<file path="src/rtl/mem_access_scheduler_pkg.sv">
// mem_access_scheduler_pkg: shared types and lane geometry for the 3-lane RAM scheduler
// Contents: FSM state encoding, RAM op type, core count, per-lane address and data widths.
package mem_access_scheduler_pkg;
   localparam int NUM_CORES = 3;
   localparam int LANE_AW   = 8;
   localparam int LANE_W    = 16;
   typedef enum logic [1:0] {
      S_IDLE       = 2'd0,
      S_RD_ISSUE   = 2'd1,
      S_RD_CAPTURE = 2'd2,
      S_WR_ISSUE   = 2'd3
   } state_e;
   typedef enum logic {
      OP_READ  = 1'b0,
      OP_WRITE = 1'b1
   } op_e;
endpackage

</file>
<file path="src/rtl/mem_access_scheduler_lane_pack.sv">
// mem_access_scheduler_lane_pack: packs one batch of core requests into the 48-bit RAM lane format
// Ports:
//   mask_i         requesting cores for the chosen op
//   op_i           OP_READ or OP_WRITE
//   core_addr_i    core i address at [8i+7:8i]
//   core_wdata_i   core i write data at [16i+15:16i]
//   mask_o         batch mask; for writes, same-address requesters above the lowest index are removed
//   ram_address_o  lane i address at [16i+7:16i], upper byte 0
//   ram_data_in_o  lane i write data at [16i+15:16i]
module mem_access_scheduler_lane_pack
   import mem_access_scheduler_pkg::*;
(
   input  logic [NUM_CORES-1:0]         mask_i,
   input  op_e                          op_i,
   input  logic [NUM_CORES*LANE_AW-1:0] core_addr_i,
   input  logic [NUM_CORES*LANE_W-1:0]  core_wdata_i,
   output logic [NUM_CORES-1:0]         mask_o,
   output logic [NUM_CORES*LANE_W-1:0]  ram_address_o,
   output logic [NUM_CORES*LANE_W-1:0]  ram_data_in_o
);
   logic [LANE_AW-1:0] mir_addr;
   logic [LANE_W-1:0]  mir_data;
   // Equality is transitive, so comparing against every lower requester is enough.
   always_comb begin
      mask_o = mask_i;
      for (int i = 1; i < NUM_CORES; i++)
         for (int j = 0; j < i; j++)
            if (op_i == OP_WRITE && mask_i[i] && mask_i[j] &&
                core_addr_i[LANE_AW*i +: LANE_AW] == core_addr_i[LANE_AW*j +: LANE_AW])
               mask_o[i] = 1'b0;
   end
   // Idle write lanes repeat the lowest active lane so their duplicate write is identical.
   always_comb begin
      mir_addr = '0;
      mir_data = '0;
      for (int i = NUM_CORES - 1; i >= 0; i--)
         if (op_i == OP_WRITE && mask_o[i]) begin
            mir_addr = core_addr_i[LANE_AW*i +: LANE_AW];
            mir_data = core_wdata_i[LANE_W*i +: LANE_W];
         end
   end
   always_comb begin
      ram_address_o = '0;
      ram_data_in_o = '0;
      for (int i = 0; i < NUM_CORES; i++) begin
         ram_address_o[LANE_W*i +: LANE_AW] = mask_o[i] ? core_addr_i[LANE_AW*i +: LANE_AW] : mir_addr;
         ram_data_in_o[LANE_W*i +: LANE_W]  = !mask_o[i] ? mir_data :
                                              op_i == OP_WRITE ? core_wdata_i[LANE_W*i +: LANE_W] : '0;
      end
   end
endmodule

</file>
<file path="src/rtl/mem_access_scheduler.sv">
// mem_access_scheduler: batches three cores' read/write requests onto a shared 3-lane RAM
// Ports:
//   clk, rst        clock and synchronous active-high reset
//   core_req_i      per-core request, held until granted
//   core_we_i       per-core 1=write 0=read
//   core_addr_i     core i address at [8i+7:8i]
//   core_wdata_i    core i write data at [16i+15:16i]
//   core_gnt_o      1-cycle grant pulse per core
//   core_rvalid_o   1-cycle read-data-valid pulse per core
//   core_rdata_o    core i read data at [16i+15:16i], held until that core's next rvalid
//   ram_read_o      RAM read strobe
//   ram_write_o     RAM write strobe
//   ram_address_o   lane-packed RAM address
//   ram_data_in_o   lane-packed RAM write data
//   ram_data_out_i  lane-packed registered RAM read data
module mem_access_scheduler
   import mem_access_scheduler_pkg::*;
(
   input  logic                         clk,
   input  logic                         rst,
   input  logic [NUM_CORES-1:0]         core_req_i,
   input  logic [NUM_CORES-1:0]         core_we_i,
   input  logic [NUM_CORES*LANE_AW-1:0] core_addr_i,
   input  logic [NUM_CORES*LANE_W-1:0]  core_wdata_i,
   output logic [NUM_CORES-1:0]         core_gnt_o,
   output logic [NUM_CORES-1:0]         core_rvalid_o,
   output logic [NUM_CORES*LANE_W-1:0]  core_rdata_o,
   output logic                         ram_read_o,
   output logic                         ram_write_o,
   output logic [NUM_CORES*LANE_W-1:0]  ram_address_o,
   output logic [NUM_CORES*LANE_W-1:0]  ram_data_in_o,
   input  logic [NUM_CORES*LANE_W-1:0]  ram_data_out_i
);
   state_e                      state_q, state_d;
   op_e                         last_op_q, last_op_d, sel_op;
   logic [NUM_CORES-1:0]        mask_q, mask_d, gnt_q, gnt_d, rvalid_q, rvalid_d;
   logic [NUM_CORES-1:0]        rmask, wmask, sel_mask, res_mask;
   logic [NUM_CORES*LANE_W-1:0] rdata_q, rdata_d, addr_q, addr_d, wdata_q, wdata_d;
   logic [NUM_CORES*LANE_W-1:0] pack_addr, pack_data;
   logic                        rd_q, rd_d, wr_q, wr_d, rd_sel, wr_sel;
   assign rmask    = core_req_i & ~core_we_i;
   assign wmask    = core_req_i & core_we_i;
   // Under contention the op opposite to the last issued one wins, alternating reads and writes.
   assign rd_sel   = state_q == S_IDLE && |rmask && (~|wmask || last_op_q == OP_WRITE);
   assign wr_sel   = state_q == S_IDLE && |wmask && !rd_sel;
   assign sel_op   = rd_sel ? OP_READ : OP_WRITE;
   assign sel_mask = rd_sel ? rmask : wmask;
   mem_access_scheduler_lane_pack u_pack (
      .mask_i        (sel_mask),
      .op_i          (sel_op),
      .core_addr_i   (core_addr_i),
      .core_wdata_i  (core_wdata_i),
      .mask_o        (res_mask),
      .ram_address_o (pack_addr),
      .ram_data_in_o (pack_data)
   );
   always_comb begin
      state_d   = state_q;
      last_op_d = last_op_q;
      mask_d    = mask_q;
      gnt_d     = '0;
      rvalid_d  = '0;
      rdata_d   = rdata_q;
      rd_d      = 1'b0;
      wr_d      = 1'b0;
      addr_d    = '0;
      wdata_d   = '0;
      case (state_q)
         S_IDLE: begin
            if (rd_sel) begin
               state_d   = S_RD_ISSUE;
               last_op_d = OP_READ;
               mask_d    = res_mask;
               gnt_d     = res_mask;
               rd_d      = 1'b1;
               addr_d    = pack_addr;
            end else if (wr_sel) begin
               state_d   = S_WR_ISSUE;
               last_op_d = OP_WRITE;
               gnt_d     = res_mask;
               wr_d      = 1'b1;
               addr_d    = pack_addr;
               wdata_d   = pack_data;
            end
         end
         S_RD_ISSUE: state_d = S_RD_CAPTURE;
         S_RD_CAPTURE: begin
            state_d  = S_IDLE;
            rvalid_d = mask_q;
            for (int i = 0; i < NUM_CORES; i++)
               rdata_d[LANE_W*i +: LANE_W] = mask_q[i] ? ram_data_out_i[LANE_W*i +: LANE_W]
                                                       : rdata_q[LANE_W*i +: LANE_W];
         end
         S_WR_ISSUE: state_d = S_IDLE;
      endcase
   end
   always_ff @(posedge clk) begin
      if (rst) begin
         state_q   <= S_IDLE;
         last_op_q <= OP_WRITE;
         mask_q    <= '0;
         gnt_q     <= '0;
         rvalid_q  <= '0;
         rdata_q   <= '0;
         rd_q      <= 1'b0;
         wr_q      <= 1'b0;
         addr_q    <= '0;
         wdata_q   <= '0;
      end else begin
         state_q   <= state_d;
         last_op_q <= last_op_d;
         mask_q    <= mask_d;
         gnt_q     <= gnt_d;
         rvalid_q  <= rvalid_d;
         rdata_q   <= rdata_d;
         rd_q      <= rd_d;
         wr_q      <= wr_d;
         addr_q    <= addr_d;
         wdata_q   <= wdata_d;
      end
   end
   assign core_gnt_o    = gnt_q;
   assign core_rvalid_o = rvalid_q;
   assign core_rdata_o  = rdata_q;
   assign ram_read_o    = rd_q;
   assign ram_write_o   = wr_q;
   assign ram_address_o = addr_q;
   assign ram_data_in_o = wdata_q;
endmodule

</file>
<file path="config.mk">
export PLATFORM = sky130hd
export DESIGN_NAME = mem_access_scheduler
export DESIGN_NICKNAME = d
export VERILOG_FILES = /design/src/rtl/mem_access_scheduler_pkg.sv /design/src/rtl/mem_access_scheduler_lane_pack.sv /design/src/rtl/mem_access_scheduler.sv
export SDC_FILE = /design/constraint.sdc
export NUM_CORES = 1
export LEC_CHECK = 0
export BUFFER_PORTS_ARGS = -buffer_cell sky130_fd_sc_hd__buf_2
export CELL_PAD_IN_SITES_DETAIL_PLACEMENT = 1
export CELL_PAD_IN_SITES_GLOBAL_PLACEMENT = 2
export CORE_MARGIN = 2
export CORE_UTILIZATION = 28
export CTS_BUF_LIST = sky130_fd_sc_hd__clkbuf_16
export CTS_CLUSTER_DIAMETER = 50
export DETAILED_ROUTE_END_ITERATION = 10
export GPL_ROUTABILITY_DRIVEN = 0
export PLACE_DENSITY = 0.95
export SLEW_MARGIN = 20
export SYNTH_ARGS = -nofsm -noshare
export SYNTH_HDL_FRONTEND = slang
export SYNTH_SLANG_ARGS = --single-unit
export TNS_END_PERCENT = 20
</file>
<file path="constraint.sdc">
create_clock -name clk -period 3.8 [get_ports clk]
set_input_delay 0.76 -clock clk [delete_from_list [all_inputs] [get_ports clk]]
set_output_delay 0.76 -clock clk [all_outputs]
set_load 0.005 [all_outputs]
</file>
After elaboration in Yosys (flattened, before gate mapping)
Index checks and enable logic that the tools add are counted.

storage, ports and cells
  register bits after elaboration = 158
  bits of input ports = 128
  logic and storage cells = 86

operators by class
  eq/ne operators = 7
  multiplexer cells = 28
  bitwise gates (word level) = 6
  reductions and logical operators = 32

operator list
  operator            number
  $mux 16             6
  $mux 40             2
  $mux 8              6
  $eq 8x8->1          3
  $logic_and 1x1->1   15
  $reduce_and 2->1    5
  $mux 3              3
  $reduce_or 3->1     3
  $mux 1              8
  $and 3x3->3         2
  $pmux 2 s3          1
  $reduce_or 2->1     3
  $eq 2x2->1 const B  2
  $mux 2              2
  $reduce_or 4->1     1
  $ne 3x3->1 const B  1
  $not 1->1           3
  $not 3->3           1
  $eq 2x1->1 const B  1
  $logic_not 1->1     2
  $logic_not 2->1     1
  $reduce_bool 2->1   1
  $logic_or 1x1->1    1

Longest topological paths before layout
Gate-level depths: netlist of the first run.

  depth in word-level cells = 18
  depth in mapped cells = 10
  mapped depth without buffers = 6

Hierarchy
A second synthesis of the first run with hierarchy kept.

second synthesis, totals
  cell total of the unflattened synthesis = 790
  area, all modules = 6752.7 µm²

modules (own cells, without submodules)
  module                          instances  cells an instance  area each (µm²)
  mem_access_scheduler            1          473                4793.3
  mem_access_scheduler_lane_pack  1          317                1959.4

Worst setup path before layout of the first run
No wires, ideal clock.

  path type = input to register
  start point = in core_we_i[2]
  end point = reg wdata_q[40], in the netlist ram_data_in_o[40]
  setup time = 72 ps
  arrival time = 2541 ps
  data required time = 3728 ps
  setup slack = 1187 ps
  cell stages on the path = 9
  buffers on the path = 3
  cells stage by stage = buf_2 -> and2b_1 -> or3_4 -> a41oi_2 -> o2bb2ai_2 -> a211o_1 -> buf_6 -> buf_6 -> mux2i_1

between the ends
  cells in the longest elaborated chain, start to end = 16
  elaborated cells on any way between the ends = 34
  classes of those cells = mux: 9; bitwise: 4; reduce/logical: 21

ends and longest elaborated chain
  element                                                       RTL line                                                                            RTL
  start, declared                                               mem_access_scheduler.sv:22                                                          input logic [NUM_CORES-1:0] core_we_i,
  $and 3x3->3 / $not 3->3 (equally long branches)               mem_access_scheduler.sv:42, mem_access_scheduler.sv:41
  $reduce_or 3->1 / $and 3x3->3 (equally long branches)         mem_access_scheduler.sv:44, mem_access_scheduler.sv:45, mem_access_scheduler.sv:41
  $logic_not 1->1 / $reduce_or 3->1 (equally long branches)     mem_access_scheduler.sv:44                                                          assign rd_sel = state_q == S_IDLE && |rmask && (~|wmask || last_op_q == OP_WRITE);
  $logic_or 1x1->1 / $logic_and 1x1->1 (equally long branches)  mem_access_scheduler.sv:44
  $logic_and 1x1->1                                             mem_access_scheduler.sv:44
  $mux 1 / $mux 3 (equally long branches)                       mem_access_scheduler.sv:46, mem_access_scheduler.sv:47
  $logic_and 1x1->1 (3 in a row)                                mem_access_scheduler_lane_pack.sv:28                                                if (op_i == OP_WRITE && mask_i[i] && mask_i[j] &&
  $mux 1 (2 in a row)                                           mem_access_scheduler_lane_pack.sv:28
  $logic_and 1x1->1                                             mem_access_scheduler_lane_pack.sv:37                                                if (op_i == OP_WRITE && mask_o[i]) begin
  $mux 16 (3 in a row)                                          mem_access_scheduler_lane_pack.sv:37
  $mux 16                                                       mem_access_scheduler_lane_pack.sv:47                                                ram_data_in_o[LANE_W*i +: LANE_W] = !mask_o[i] ? mir_data :
  end signal, assigned                                          mem_access_scheduler.sv:119                                                         wdata_q <= wdata_d;
  end, declared                                                 mem_access_scheduler.sv:38                                                          logic [NUM_CORES*LANE_W-1:0] rdata_q, rdata_d, addr_q, addr_d, wdata_q, wdata_d;

Several ways; a longest one is shown, not always the timed one.
A chain may end at the register's enable or synchronous reset.

Worst setup path in the final report of the first run
  start point = in core_we_i[2]
  end point = reg wdata_q[41], in the netlist ram_data_in_o[41]

The elaborated chain is that of the path after synthesis.

==> results of run 1 <==
[kinds of logic after synthesis]
| logic type | Yosys count | synth area share, % |
|---|---|---|
| compound gates | 197 | 21.1 |
| xor+xnor | 24 | 3.46 |
| mux | 40 | 6.60 |
| buf+inv | 84 | 7.34 |
| other cells | 1 | 0.0618 |
| flops | 134 | 44.2 |
| simple gates | 246 | 17.3 |
[worst paths after layout]
kind              cells after the start             start           endpoint  slack [ns]
setup / recovery                      8      core_we_i[2]  ram_data_in_o[41]        1.08
setup reg to reg                      7         last_op_q  ram_data_in_o[41]        1.38
hold / removal                        2  core_rdata_o[27]   core_rdata_o[27]        0.45
hold reg to reg                       2  core_rdata_o[27]   core_rdata_o[27]        0.45
[layout make-up]
class | instances | area [µm²] | share of cell area [%]
well taps | 275 | 344 | 4.22
clock inverters | 14 | 209 | 2.57
clock buffers | 17 | 425 | 5.22
inverters | 2 | 7.51 | 0.0922
repair buffers | 272 | 1400 | 17.2
multi-input cells | 531 | 3070 | 37.7
flip-flops and latches | 134 | 2680 | 32.9
[sequential cells by signal, indices dropped and copies added, names as in the netlist]
signal / count
core_gnt_o: 3
mask_q: 3
last_op_q: 1
core_rdata_o: 48
ram_read_o: 1
ram_address_o: 24
ram_write_o: 1
core_rvalid_o: 3
state_q: 2
ram_data_in_o: 48
[metrics by stage]
stage,cell area (µm²),cells,setup WS (ns),total power [W],hold slack [ns]
finish,8150,1245,1.08,0.00390,0.452
global route,8150,1245,0.943,0.00407,0.470
CTS,8150,1245,1.08,0.00395,0.454
detailed placement,7510,1214,0.642,0.00213,0.445
global placement,7510,1214,0.756,0.00212,0.439
floorplan,6160,749,1.19,0.00187,0.429
[power by group]
| part | internal, W | total [W] | switching [W] | leakage (nW) |
|---|---|---|---|---|
| registers | 0.00147 | 0.00149 | 0.0000252 | 1.09 |
| logic | 0.000225 | 0.000610 | 0.000385 | 2.21 |
| clock network | 0.00116 | 0.00180 | 0.000639 | 0.304 |
| total | 0.00285 | 0.00390 | 0.00105 | 3.60 |
[Yosys cell counts, types with 5 or more instances]
master	number
o22ai_1	20
xnor2_1	16
nand2_1	148
nor2_1	26
nand3_1	46
and2_1	6
o211ai_1	22
a311oi_1	8
a21oi_1	52
a31oi_1	16
a22oi_1	8
dfxtp_1	134
o21ai_0	39
a211oi_1	5
mux2i_1	40
xor2_1	8
buf_2	8
buf_4	26
clkbuf_1	44
[cell usage in the layout (no fill, tap or decap), types with 4 or more instances in the layout]
cell type / count
mux2i_1: 40
a22oi_1: 8
dfxtp_1: 134
a211oi_1: 4
a211oi_2: 4
clkbuf_16: 17
nand3_1: 45
o211ai_1: 22
a32oi_1: 4
nand2_1: 148
o21ai_0: 39
buf_2: 255
and2_1: 6
a311oi_1: 8
a21oi_1: 51
nor2_1: 26
nand4_1: 4
a31oi_1: 16
a2111oi_0: 4
buf_4: 17
bufinv_16: 5
xor2_1: 8
xnor2_1: 16
conb_1: 24
o22ai_1: 20
nor2b_1: 4
[layer usage]
layer	track usage (%)	vias up	routed length [µm]
li1	-	2987	-
met1	22.1	2979	9160
met2	32.7	258	10800
met3	7.68	19	2450
met4	5.23	4	209
met5	0	-	26
[worst max-delay path, cell delays in order]
cell and delay [ns]:
buf_2 0.16, and2b_1 0.26, or3_4 0.38, a41oi_2 0.45
o2bb2ai_2 0.19, a211o_1 0.19, buf_4 0.41, mux2i_1 0.25
==> flow_metrics.py, run 1 <==
metrics = {
    "status": {
        "outcome": "finished, final reports clean",
    },
    "clocking": {
        "cts_resized": 0,
        "clk_pin_slew_ns": 0.06,
        "cts_sinks": 134,
        "numCtsBuffers": 17,
        "cts_max_path_buffers": 2,
        "clk-insertion-delay-late_ns": 0.42,
        "htreeDepth": 4,
        "cts_tree": "built",
        "cts_hold_buf": 0,
        "cts_setup_buffers": 0,
        "cts-root-buf": "clkbuf_16",
    },
    "synthesis": {
        "synthDistinctLibCells": 50,
        "ys_seq_elements": 134,
        "ys.flop_type": "dfxtp_1",
        "postSynth.asyncResetShare_pct": 0,
        "syn_area_per_cell_um2": 8.36,
        "yosys_warnings": 0,
        "synth_edf_count": 0,
        "synth_seq_area_share_pct": 44.2,
        "synth_area_leaders": "dfxtp_1, nand2_1, mux2i_1, a21oi_1, nand3_1",
        "synthCells": 726,
        "synth.top_cell.area_share_pct": 44.2,
        "synth_area_leader_cell": "dfxtp_1",
        "synth_area_um2": 6070,
    },
    "place": {
        "port_buffers": 255,
        "place_hpwl_mm": 16.4,
    },
    "floorplanning": {
        "dieArea_um2": 22900,
        "pin_count": 280,
        "fp.dieH_um": 151,
        "start_util_pct": 28.7,
        "rows": 53,
        "die_x_um": 151,
        "core_um2": 21200,
    },
    "power": {
        "p_leak_nw": 3.60,
        "power_density_nw_per_um2": 478,
        "vdd_drop_max_mv": 0.245,
    },
    "hold_path": {
        "hold_path_class": "flop to flop",
    },
    "final_layout": {
        "nets": 1086,
        "final_util_pct": 38.5,
        "drive_gt1_share_pct": 32.8,
        "syn2layout_area_growth_pct": 34.2,
        "antenna_cells": 0,
        "fillers": 2605,
    },
    "sta": {
        "tightest_slew_ns": 0.626,
        "rsz0062_at_grt": "no",
        "setup_tns_ns": 0,
        "slew_viol_final": 0,
        "period_share_pct": 71.7,
        "hold_violations": 0,
        "fin_crit_ns": 2.72,
        "setup_viol": 0,
        "max_slew_margin_pct": 58.3,
        "max_freq_mhz": 367,
        "finalClockSkew_ns": 0.0151,
    },
    "global_route": {
        "grt_pass1_vias": 6051,
        "grt_antenna_before_repair": 2,
        "grt_max_degree": 58,
        "grt_use_total_pct": 19.1,
        "grt_pass1_wl_mm": 33.6,
        "grt_remaining_overflow": 0,
    },
    "route": {
        "drtIter0Drc": 239,
        "num_vias": 6247,
        "drc": 0,
        "vias_per_cell": 5.02,
        "firstDrtPassIters": 6,
        "drt-total-wl_mm": 22.7,
        "antenna_left": 0,
        "wl_per_cell_um": 18.2,
    },
    "worst_setup_path": {
        "required_ns": 4.14,
        "startpoint_type": "input pin",
        "endpoint_kind": "flop",
        "arrival_ns": 3.06,
        "path_class": "input pin to flop",
        "crit_fanout": 24,
    },
    "job": {
        "max_cap_violations": 0,
    },
}
No activity file was read; power rests on OpenSTA's default activity.
==> run 2, diff against run 1 <==
Settings changed: CORE_UTILIZATION 28 to 23, PLACE_DENSITY 0.95 to 0.87.
Clock period 3.8 ns to 2.2 ns, I/O delays scaled along.
==> run 2 against run 1 <==
Compared with the run above:
- register-to-register slack worse by 1.3 ns
- global-route usage fell by 1.4 points
- via count up 5.3%
- critical endpoint is now ram_address_o[32]
==> flow_metrics.py, run 2 (synthesis gave the netlist of run 1 again) <==
metrics = {
    "status": {
        "outcome": "finished, final reports clean",
    },
    "sta": {
        "tightest_slew_ns": 0.623,
        "period_share_pct": 94.2,
        "finalClockSkew_ns": 0.00744,
        "max_freq_mhz": 482,
        "fin_crit_ns": 2.07,
        "slew_viol_final": 0,
        "hold_violations": 0,
        "worst_slack_ns": 0.127,
        "max_slew_margin_pct": 58.4,
        "rsz0062_at_grt": "yes",
        "setup_viol": 0,
    },
    "route": {
        "num_vias": 6578,
        "drt-total-wl_mm": 24.9,
        "drtIter0Drc": 330,
        "firstDrtPassIters": 4,
        "wl_per_cell_um": 18.2,
        "vias_per_cell": 4.81,
        "antenna_left": 0,
        "drc": 0,
    },
    "clocking": {
        "cts_hold_buf": 0,
        "cts_tree": "built",
        "cts_sinks": 134,
        "cts_max_path_buffers": 2,
        "clk_pin_slew_ns": 0.06,
        "numCtsBuffers": 17,
        "clk-insertion-delay-late_ns": 0.42,
        "cts_setup_buffers": 0,
        "htreeDepth": 4,
        "cts-root-buf": "clkbuf_16",
    },
    "global_route": {
        "grt_use_total_pct": 17.7,
        "met2_usage_pct": 29.0,
        "grt_pass1_vias": 6729,
        "grt_antenna_before_repair": 7,
        "grt_max_degree": 58,
        "grt_use_met1_pct": 21.4,
        "top_usage_layer": "met2",
        "grtUsageMet3_pct": 6.73,
        "grt_remaining_overflow": 0,
        "grt_pass1_wl_mm": 38.4,
    },
    "final_layout": {
        "instances_no_fill": 1367,
        "syn2layout_area_growth_pct": 44.8,
        "nets": 1146,
        "final_util_pct": 33.8,
        "layout_common_cells": "buf_2, nand2_1, dfxtp_1, buf_4, a21oi_1",
        "final_common_cell": "buf_2",
        "stdcell_area_um2": 8790,
        "drive_gt1_share_pct": 37.4,
    },
    "place": {
        "place_ws_ns": -0.350,
        "place_hpwl_mm": 18.7,
        "dpl_cell_area_um2": 8140,
        "dpl.cell_count": 1334,
        "port_buffers": 255,
    },
    "power": {
        "power_w": 0.00685,
        "vdd_drop_max_mv": 0.418,
        "power_density_nw_per_um2": 779,
        "p_leak_nw": 3.93,
    },
    "floorplanning": {
        "rows": 59,
        "die_x_um": 166,
        "dieArea_um2": 27700,
        "pin_count": 280,
        "core_um2": 26000,
        "fp.dieH_um": 166,
        "start_util_pct": 23.4,
    },
    "worst_setup_path": {
        "crit_fanout": 8,
        "r2r-end": "ram_address_o[32]",
        "arrival_ns": 2.35,
        "startpoint_type": "flop",
        "required_ns": 2.48,
        "path_class": "flop to flop",
        "endpoint_kind": "flop",
        "worst_r2r_startpoint": "state_q[0]",
        "r2r_setup_slack_ns": 0.13,
        "reg2reg_depth": 8,
    },
    "job": {
        "max_cap_violations": 0,
    },
    "hold_path": {
        "min_path_cells": 3,
        "hold_path_class": "input pin to flop",
        "min_from": "ram_data_out_i[45]",
        "whs_endpoint": "core_rdata_o[45]",
    },
}
## run 2: changes by cell type in the layout (fill, tap and decap cells not counted), moves of 2 or more
cell / change
a2111oi_1: +2
buf_6: +2
clkinv_1: -2
a2111oi_0: -3
buf_4: +51
clkinv_2: +4
buf_12: +7
## run 2: repair_timing
item                                    CTS  global route
gates resized for setup                   0             8
endpoints found under the setup margin    0            19
hold endpoints to repair                  0             0
## run 2: worst max path at each step
| stage | from | to | slack [ns] | depth (start not counted) |
|---|---|---|---|---|
| after floorplan | core_req_i[2] | ram_data_in_o[40] | -0.02 | 9 |
| after global placement | core_we_i[1] | ram_address_o[34] | -0.23 | 8 |
| after detailed placement | core_we_i[1] | ram_address_o[34] | -0.35 | 8 |
| after CTS | state_q[0] | ram_address_o[34] | 0.03 | 8 |
| after global routing | state_q[0] | ram_address_o[35] | -0.004 | 8 |
| final | state_q[0] | ram_address_o[32] | 0.13 | 8 |
## run 2: per-layer routing
| metal | routed length, µm | share of wire [%] | vias up |
|---|---|---|---|
| met5 | 87 | 0.35 | - |
| met4 | 557 | 2.2 | 12 |
| met3 | 2220 | 8.9 | 41 |
| met2 | 11500 | 46 | 267 |
| met1 | 10600 | 42 | 3152 |
| li1 | - | - | 3106 |
## run 2: worst max-delay path, cell delays in order, from the launching register on
cell	delay [ns]
dfxtp_1	0.36
nor2_1	0.06
buf_4	0.17
o21a_1	0.11
o211ai_1	0.34
o2bb2ai_2	0.14
buf_4	0.17
a2111oi_1	0.50
a211oi_2	0.08
## run 2: stage by stage
stage	hold slack (ns)	TNS, ns
floorplan	0.429	-0.229
global placement	0.438	-7.03
detailed placement	0.444	-11.76
CTS	0.236	0
global route	0.247	-0.00381
finish	0.255	0
## run 2: report_power, final
| group | internal [W] | switching (W) | leakage (nW) |
|---|---|---|---|
| logic | 0.000520 | 0.000737 | 2.54 |
| clock network | 0.00189 | 0.00114 | 0.307 |
| registers | 0.00253 | 0.0000355 | 1.09 |
## run 2: final cells by class
class	count	area [µm²]
Fill cell	3202	17200
Multi-Input combinational cell	531	3110
Sequential cell	134	2680
Timing Repair Buffer	332	1950
Clock buffer	17	425
Tap cell	335	419
Clock inverter	15	188
Inverter	2	7.51
Antenna cell	1	2.50
